===== config.mk =====
export PLATFORM = sky130hd
export DESIGN_NAME = idu_rename_dispatch
export DESIGN_NICKNAME = d
export VERILOG_FILES = /design/src/rtl/idu_rename_dispatch.sv
export SDC_FILE = /design/constraint.sdc
export NUM_CORES = 1
export LEC_CHECK = 0
export CORE_ASPECT_RATIO = 0.7
export CORE_MARGIN = 3
export CORE_UTILIZATION = 55
export CTS_CLUSTER_DIAMETER = 150
export DETAILED_ROUTE_END_ITERATION = 10
export PLACE_DENSITY = 0.81
export SYNTH_ARGS = -nofsm -noshare
export SYNTH_HDL_FRONTEND = slang
export SYNTH_SLANG_ARGS = --single-unit

===== constraint.sdc =====
create_clock -name clk -period 4.6 [get_ports clk]
set_clock_uncertainty 0.05 [all_clocks]
set_input_delay 0.69 -clock clk [delete_from_list [all_inputs] [get_ports clk]]
set_output_delay 0.69 -clock clk [all_outputs]
set_load 0.05 [all_outputs]

===== src/rtl/idu_rename_dispatch.sv =====
`default_nettype none
// ============================================================================
// Module  : idu_rename_dispatch
// Brief   : Dual-issue in-order dispatch with RS allocation, register renaming
//           and CDB-driven release of reservation stations / register tags.
// Revision: 1.0 - initial release
// ============================================================================
module idu_rename_dispatch #(
    parameter int NUM_FU_TYPES = 4,
    parameter int RS_PER_TYPE  = 2,
    parameter int NUM_REG      = 8,
    parameter int INS_PART_WID = 4,
    parameter int TAG_LEN      = 4
) (
    input  logic                                 clk,
    input  logic                                 rst_n,
    input  logic                                 inst_1_valid,
    input  logic [INS_PART_WID-1:0]              inst_1_type,
    input  logic [INS_PART_WID-1:0]              inst_1_dest,
    input  logic [INS_PART_WID-1:0]              inst_1_src0,
    input  logic [INS_PART_WID-1:0]              inst_1_src1,
    output logic                                 inst_1_fetch,
    input  logic                                 inst_2_valid,
    input  logic [INS_PART_WID-1:0]              inst_2_type,
    input  logic [INS_PART_WID-1:0]              inst_2_dest,
    input  logic [INS_PART_WID-1:0]              inst_2_src0,
    input  logic [INS_PART_WID-1:0]              inst_2_src1,
    output logic                                 inst_2_fetch,
    output logic                                 disp1_valid,
    output logic [TAG_LEN-1:0]                   disp1_rs_tag,
    output logic [TAG_LEN-1:0]                   disp1_src0_tag,
    output logic [TAG_LEN-1:0]                   disp1_src1_tag,
    output logic [INS_PART_WID-1:0]              disp1_src0_reg,
    output logic [INS_PART_WID-1:0]              disp1_src1_reg,
    output logic                                 disp2_valid,
    output logic [TAG_LEN-1:0]                   disp2_rs_tag,
    output logic [TAG_LEN-1:0]                   disp2_src0_tag,
    output logic [TAG_LEN-1:0]                   disp2_src1_tag,
    output logic [INS_PART_WID-1:0]              disp2_src0_reg,
    output logic [INS_PART_WID-1:0]              disp2_src1_reg,
    input  logic                                 cdb_valid,
    input  logic [TAG_LEN-1:0]                   cdb_tag,
    output logic [NUM_FU_TYPES*RS_PER_TYPE-1:0]  rs_busy,
    output logic [NUM_REG-1:0]                   reg_busy,
    output logic                                 illegal_err
);

    localparam int NUM_RS = NUM_FU_TYPES * RS_PER_TYPE;

    typedef logic [NUM_RS-1:0]                rs_vec_t;
    typedef logic [NUM_REG-1:0][TAG_LEN-1:0]  reg_tags_t;
    typedef struct packed {
        logic [TAG_LEN-1:0]      rs_tag;
        logic [TAG_LEN-1:0]      src0_tag;
        logic [TAG_LEN-1:0]      src1_tag;
        logic [INS_PART_WID-1:0] src0_reg;
        logic [INS_PART_WID-1:0] src1_reg;
    } disp_t;

    function automatic logic is_legal(input logic [INS_PART_WID-1:0] ty);
        return (int'(ty) >= 1) && (int'(ty) <= NUM_FU_TYPES);
    endfunction

    // Lowest-index free RS of functional-unit type ty, or -1 when none.
    function automatic int find_free(input rs_vec_t busy, input logic [INS_PART_WID-1:0] ty);
        int pick;
        pick = -1;
        for (int k = NUM_RS - 1; k >= 0; k--) begin
            if (((k / RS_PER_TYPE) == (int'(ty) - 1)) && !busy[k]) pick = k;
        end
        return pick;
    endfunction

    // Register-status lookup; out-of-range sources and tags completing now read as ready.
    function automatic logic [TAG_LEN-1:0] lookup(input reg_tags_t tags,
                                                  input logic [INS_PART_WID-1:0] src,
                                                  input logic hit,
                                                  input logic [TAG_LEN-1:0] htag);
        logic [TAG_LEN-1:0] t;
        t = '0;
        for (int r = 0; r < NUM_REG; r++) begin
            if (int'(src) == r) t = tags[r];
        end
        if (hit && (t == htag)) t = '0;
        return t;
    endfunction

    rs_vec_t   rs_busy_q, rs_busy_d;
    reg_tags_t reg_tag_q, reg_tag_d;
    logic      disp1_valid_q, disp1_valid_d;
    logic      disp2_valid_q, disp2_valid_d;
    disp_t     disp1_q, disp1_d;
    disp_t     disp2_q, disp2_d;
    logic      illegal_err_q, illegal_err_d;

    logic               legal_1, legal_2;
    logic               go_1, go_2;
    int                 pick_1, pick_2;
    rs_vec_t            alloc_1, alloc_2, cdb_free;
    logic               cdb_hit;
    logic [TAG_LEN-1:0] new_tag_1, new_tag_2;
    disp_t              ren_1, ren_2;

    always_comb begin
        legal_1  = is_legal(inst_1_type);
        legal_2  = is_legal(inst_2_type);

        // Only a broadcast naming a busy RS has any effect.
        cdb_hit  = 1'b0;
        cdb_free = '0;
        for (int k = 0; k < NUM_RS; k++) begin
            if (cdb_valid && (int'(cdb_tag) == k + 1) && rs_busy_q[k]) begin
                cdb_hit     = 1'b1;
                cdb_free[k] = 1'b1;
            end
        end

        pick_1       = find_free(rs_busy_q, inst_1_type);
        inst_1_fetch = rst_n && inst_1_valid && (!legal_1 || (pick_1 >= 0));
        go_1         = inst_1_fetch && legal_1;
        alloc_1      = '0;
        for (int k = 0; k < NUM_RS; k++) begin
            if (go_1 && (pick_1 == k)) alloc_1[k] = 1'b1;
        end
        new_tag_1    = TAG_LEN'(pick_1 + 1);

        pick_2       = find_free(rs_busy_q | alloc_1, inst_2_type);
        inst_2_fetch = rst_n && inst_2_valid && inst_1_fetch && (!legal_2 || (pick_2 >= 0));
        go_2         = inst_2_fetch && legal_2;
        alloc_2      = '0;
        for (int k = 0; k < NUM_RS; k++) begin
            if (go_2 && (pick_2 == k)) alloc_2[k] = 1'b1;
        end
        new_tag_2    = TAG_LEN'(pick_2 + 1);

        ren_1.rs_tag   = new_tag_1;
        ren_1.src0_tag = lookup(reg_tag_q, inst_1_src0, cdb_hit, cdb_tag);
        ren_1.src1_tag = lookup(reg_tag_q, inst_1_src1, cdb_hit, cdb_tag);
        ren_1.src0_reg = inst_1_src0;
        ren_1.src1_reg = inst_1_src1;

        // Slot 2 must see slot 1's destination as produced by slot 1's new RS.
        ren_2.rs_tag   = new_tag_2;
        ren_2.src0_tag = lookup(reg_tag_q, inst_2_src0, cdb_hit, cdb_tag);
        ren_2.src1_tag = lookup(reg_tag_q, inst_2_src1, cdb_hit, cdb_tag);
        if (go_1 && (inst_2_src0 == inst_1_dest) && (int'(inst_2_src0) < NUM_REG))
            ren_2.src0_tag = new_tag_1;
        if (go_1 && (inst_2_src1 == inst_1_dest) && (int'(inst_2_src1) < NUM_REG))
            ren_2.src1_tag = new_tag_1;
        ren_2.src0_reg = inst_2_src0;
        ren_2.src1_reg = inst_2_src1;
    end

    always_comb begin
        rs_busy_d = (rs_busy_q & ~cdb_free) | alloc_1 | alloc_2;

        // Later assignments take priority: CDB clear, then slot 1, then slot 2.
        for (int r = 0; r < NUM_REG; r++) begin
            reg_tag_d[r] = reg_tag_q[r];
            if (cdb_hit && (reg_tag_q[r] == cdb_tag)) reg_tag_d[r] = '0;
            if (go_1 && (int'(inst_1_dest) == r))    reg_tag_d[r] = new_tag_1;
            if (go_2 && (int'(inst_2_dest) == r))    reg_tag_d[r] = new_tag_2;
        end

        disp1_valid_d = go_1;
        disp2_valid_d = go_2;
        disp1_d       = go_1 ? ren_1 : disp1_q;
        disp2_d       = go_2 ? ren_2 : disp2_q;

        illegal_err_d = illegal_err_q
                      | (inst_1_fetch && !legal_1)
                      | (inst_2_fetch && !legal_2);
    end

    always_ff @(posedge clk or negedge rst_n) begin
        if (!rst_n) begin
            rs_busy_q     <= '0;
            reg_tag_q     <= '0;
            disp1_valid_q <= 1'b0;
            disp2_valid_q <= 1'b0;
            disp1_q       <= '0;
            disp2_q       <= '0;
            illegal_err_q <= 1'b0;
        end else begin
            rs_busy_q     <= rs_busy_d;
            reg_tag_q     <= reg_tag_d;
            disp1_valid_q <= disp1_valid_d;
            disp2_valid_q <= disp2_valid_d;
            disp1_q       <= disp1_d;
            disp2_q       <= disp2_d;
            illegal_err_q <= illegal_err_d;
        end
    end

    for (genvar r = 0; r < NUM_REG; r++) begin : g_reg_busy
        assign reg_busy[r] = |reg_tag_q[r];
    end

    assign rs_busy        = rs_busy_q;
    assign illegal_err    = illegal_err_q;
    assign disp1_valid    = disp1_valid_q;
    assign disp1_rs_tag   = disp1_q.rs_tag;
    assign disp1_src0_tag = disp1_q.src0_tag;
    assign disp1_src1_tag = disp1_q.src1_tag;
    assign disp1_src0_reg = disp1_q.src0_reg;
    assign disp1_src1_reg = disp1_q.src1_reg;
    assign disp2_valid    = disp2_valid_q;
    assign disp2_rs_tag   = disp2_q.rs_tag;
    assign disp2_src0_tag = disp2_q.src0_tag;
    assign disp2_src1_tag = disp2_q.src1_tag;
    assign disp2_src0_reg = disp2_q.src0_reg;
    assign disp2_src1_reg = disp2_q.src1_reg;

endmodule
`default_nettype wire

==> flow_summary_export.csv <==
group,metric,value,unit
route,first_iter_violations,998,
cts,cts_made_buffers,9,
placement,hpwl,16.0,mm
logic_synthesis,yosys_most_used_dff,"dfrtp_1",
floorplan,die_w,136,µm
cts,cts_tree,"yes",
logic_synthesis,synth_area_leaders,"dfrtp_1 32%, mux2i_1 10%, xor2_1 6.1%, nand2_1 5.3%, mux4_2 3.8%",
route,drc,0,
cts,cts-root-buf,"clkbuf_16",
sta,setup_viol,0,
final_layout,antennaDiodeCount,0,
logic_synthesis,synthArstFlopShare,100,%
power_and_ir_drop,p_per_area,364,nW/µm²
logic_synthesis,synth_most_common_cell,"nand2_1",
route,vias_per_cell,6.86,
final_layout,drive_above_1_share,10.6,%
global_routing,gr-usage-all-layers,34.1,%
final_layout,fill_cells,879,
critical_path,critical_path_class,"in2out",
sta,period_minus_slack,4440,ps
sta,rsz0062_at_grt,"no",
logic_synthesis,synthAdderAreaFrac,1.54,%
logic_synthesis,synth-compound-area-share,17.9,%
sta,worstMarginPinSlew,994,ps
critical_path,r2r_slack,840,ps
critical_path,timing.rr.end,"reg_tag_q[25]$_DFFE_PN0P_",
logic_synthesis,yosysTopAreaCell,"dfrtp_1",
global_routing,antenna_found_initial,0,
global_routing,grt_max_degree,77,
critical_path,r2r.worst_path.cells,13,
logic_synthesis,synth_common_cells,"91 x nand2_1, 83 x dfrtp_1, 65 x mux2i_1",
sta,slew_violations,0,
placement,io_buffers,101,
route,drt_first_pass_iters,8,
global_routing,use_met3,11.1,%
power_and_ir_drop,ir_worst_vdd,238,µV
final_layout,layout.nets,835,
logic_synthesis,synth.avg_cell_area,9.19,µm²
global_routing,grt_pass1_vias,6116,
outcome,status,"completed",
critical_path,crit_path_start_kind,"input port",
min_path,hold_path_class,"in2async",
logic_synthesis,yosysTopAreaCellShare,32.0,%
logic_synthesis,synth-edff-count,0,
floorplan,initial_core_util,57.7,%
logic_synthesis,yosysSeqAreaShare,32.0,%
final_layout,area_growth,21.3,%
global_routing,grt_pass1_wl,34.7,mm
logic_synthesis,muxShareOfSynthArea,16.0,%
placement,place.gp.congestion,0.992,
logic_synthesis,ys_types,78,
route,wl_per_cell,24.1,µm
logic_synthesis,synth_seq_cells,83,
sta,slew_headroom,33.8,%
route,final_antenna_net_count,0,
logic_synthesis,synth_top_family_by_area,"simple AND/OR/NAND/NOR gates",
sta,fmax,0.225,GHz
cts,clock-sinks,83,
logic_synthesis,synth_nets,755,
cts,cts_max_level,3,
floorplan,core-area,11300,µm²
sta,tns,0,ps
sta,fin_crit_sh,96.6,%
logic_synthesis,yosysWarnings,0,
power_and_ir_drop,finalPower,0.00287,W
critical_path,path_max_fanout,11,
global_routing,grtUsageMet2,47.8,%
critical_path,cp.required,3860,ps
cts,insertion_delay,350,ps
global_routing,grt.met1_usage,50.0,%
cts,cts_hold_buf,0,
floorplan,die_area,13200,µm²
cts,cts_buffer_depth,2,
global_routing,grt.overflow.total,0,
floorplan,die_h,96.9,µm
floorplan,rows,32,
logic_synthesis,synth_simple_gate_area_share,19.5,%
critical_path,crit_arrival,3700,ps
logic_synthesis,synth-xor-area-share,7.42,%
final_layout,regMostFlops,"reg_tag_q",
floorplan,num_io_pins,102,
global_routing,top_usage_layer,"met1",
logic_synthesis,synthCells,706,
cts,path_clk_slew,60,ps
critical_path,r2r-start,"rs_busy[4]$_DFF_PN0_",
critical_path,cp-end-kind,"primary output",
route,routed_wl,22.8,mm
sta,finalHoldViolations,0,
job,maxCapViolCount,0,
logic_synthesis,synth_area,6490,µm²
final_layout,largest_reg_flops,32,
route,vias,6467,
power_and_ir_drop,leakage,3.40,nW
==> logic make-up (layout without fill, tap and decap cells) <==
group	after synthesis	in the layout
and+or+nand+nor	238	238
AOI/OAI and AO/OA	156	157
muxes	87	87
DFF	83	83
buffers and inverters	79	162
xor gates and xnor gates	55	55
adders and majority gates	8	8
==> layer usage <==
metal,up-vias,wire (µm)
li1,2782,-
met1,3102,9430
met2,497,9400
met3,86,3220
met4,0,726
met5,-,0
==> worst max-delay path by stage <==
stage | from | endpoint | slack (ps) | cells past startpoint
after floorplan | inst_1_type[0] | inst_2_fetch | 110 | 13
after detailed placement | inst_1_type[0] | inst_2_fetch | 190 | 13
after global routing | inst_1_type[0] | inst_2_fetch | 2 | 13
final | inst_1_type[0] | inst_2_fetch | 160 | 13
after CTS | inst_1_type[0] | inst_2_fetch | 180 | 13
after global placement | inst_1_type[0] | inst_2_fetch | 230 | 13
==> layout make-up <==
cell class / instances / area [µm²] / share of cell area (%)
clock inverters: 4 / 27.5 / 0.350
multi-input cells: 545 / 4060 / 51.6
repair buffers: 122 / 1180 / 14.9
flip-flops and latches: 83 / 2080 / 26.4
inverters: 25 / 93.8 / 1.19
well taps: 153 / 191 / 2.43
clock buffers: 11 / 243 / 3.08
==> what timing repair did <==
action	in CTS	in global routing
setup buffers	0	0
setup endpoints to repair	0	1
gates resized for setup	0	1
==> where the power goes <==
group	leakage [nW]	internal (W)	switching, W
combinational	2.16	0.000423	0.000754
sequential	1.10	0.000843	0.000168
clock	0.135	0.000378	0.000303
==> placed cells by master (no fill, tap or decap), types with 7 or more instances in the layout <==
| cell type | Yosys | final |
|---|---|---|
| nor4_1 | 12 | 12 |
| nand3b_1 | 8 | 8 |
| a222oi_1 | 8 | 8 |
| inv_1 | 23 | 23 |
| o21ai_1 | 9 | 9 |
| a31oi_1 | 11 | 11 |
| buf_4 | 2 | 22 |
| a22oi_1 | 23 | 23 |
| clkbuf_16 | 0 | 9 |
| a21oi_1 | 18 | 18 |
| nand3_1 | 18 | 18 |
| and3_1 | 8 | 8 |
| xnor2_1 | 10 | 10 |
| ha_1 | 8 | 7 |
| clkdlybuf4s50_1 | 0 | 99 |
| nor3_1 | 11 | 11 |
| a32oi_1 | 12 | 12 |
| or4_1 | 9 | 9 |
| xor2_1 | 45 | 45 |
| mux4_2 | 11 | 11 |
| nand2_1 | 91 | 91 |
| nor2b_1 | 11 | 11 |
| dfrtp_1 | 83 | 83 |
| o21ai_0 | 21 | 21 |
| mux2i_1 | 65 | 65 |
| nor2_1 | 31 | 31 |
==> critical path: stages <==
cell and delay, ps:
clkdlybuf4s50_1 500, mux2_2 340, o21ai_0 160, o311ai_1 140
buf_4 190, ha_1 260, o22ai_1 220, nand2_1 70
o21ai_0 290, a2bb2oi_4 150, a31o_4 330, o21ai_0 160
buf_12 180
==> per-stage QoR <==
step / util (%) / cell area (µm²) / cells / hold slack (ps) / setup WS [ps]
2_1_floorplan: - / 6490 / 706 / 344 / 111
3_3_place_gp: 67.5 / 7590 / 927 / 408 / 234
3_5_place_dp: 67.5 / 7590 / 927 / 412 / 190
4_1_cts: 69.9 / 7860 / 942 / 103 / 181
5_1_grt: 70.0 / 7870 / 943 / 102 / 2.09
6_report: 70.0 / 7870 / 943 / 102 / 156
Power figures use the tool's default switching activity.
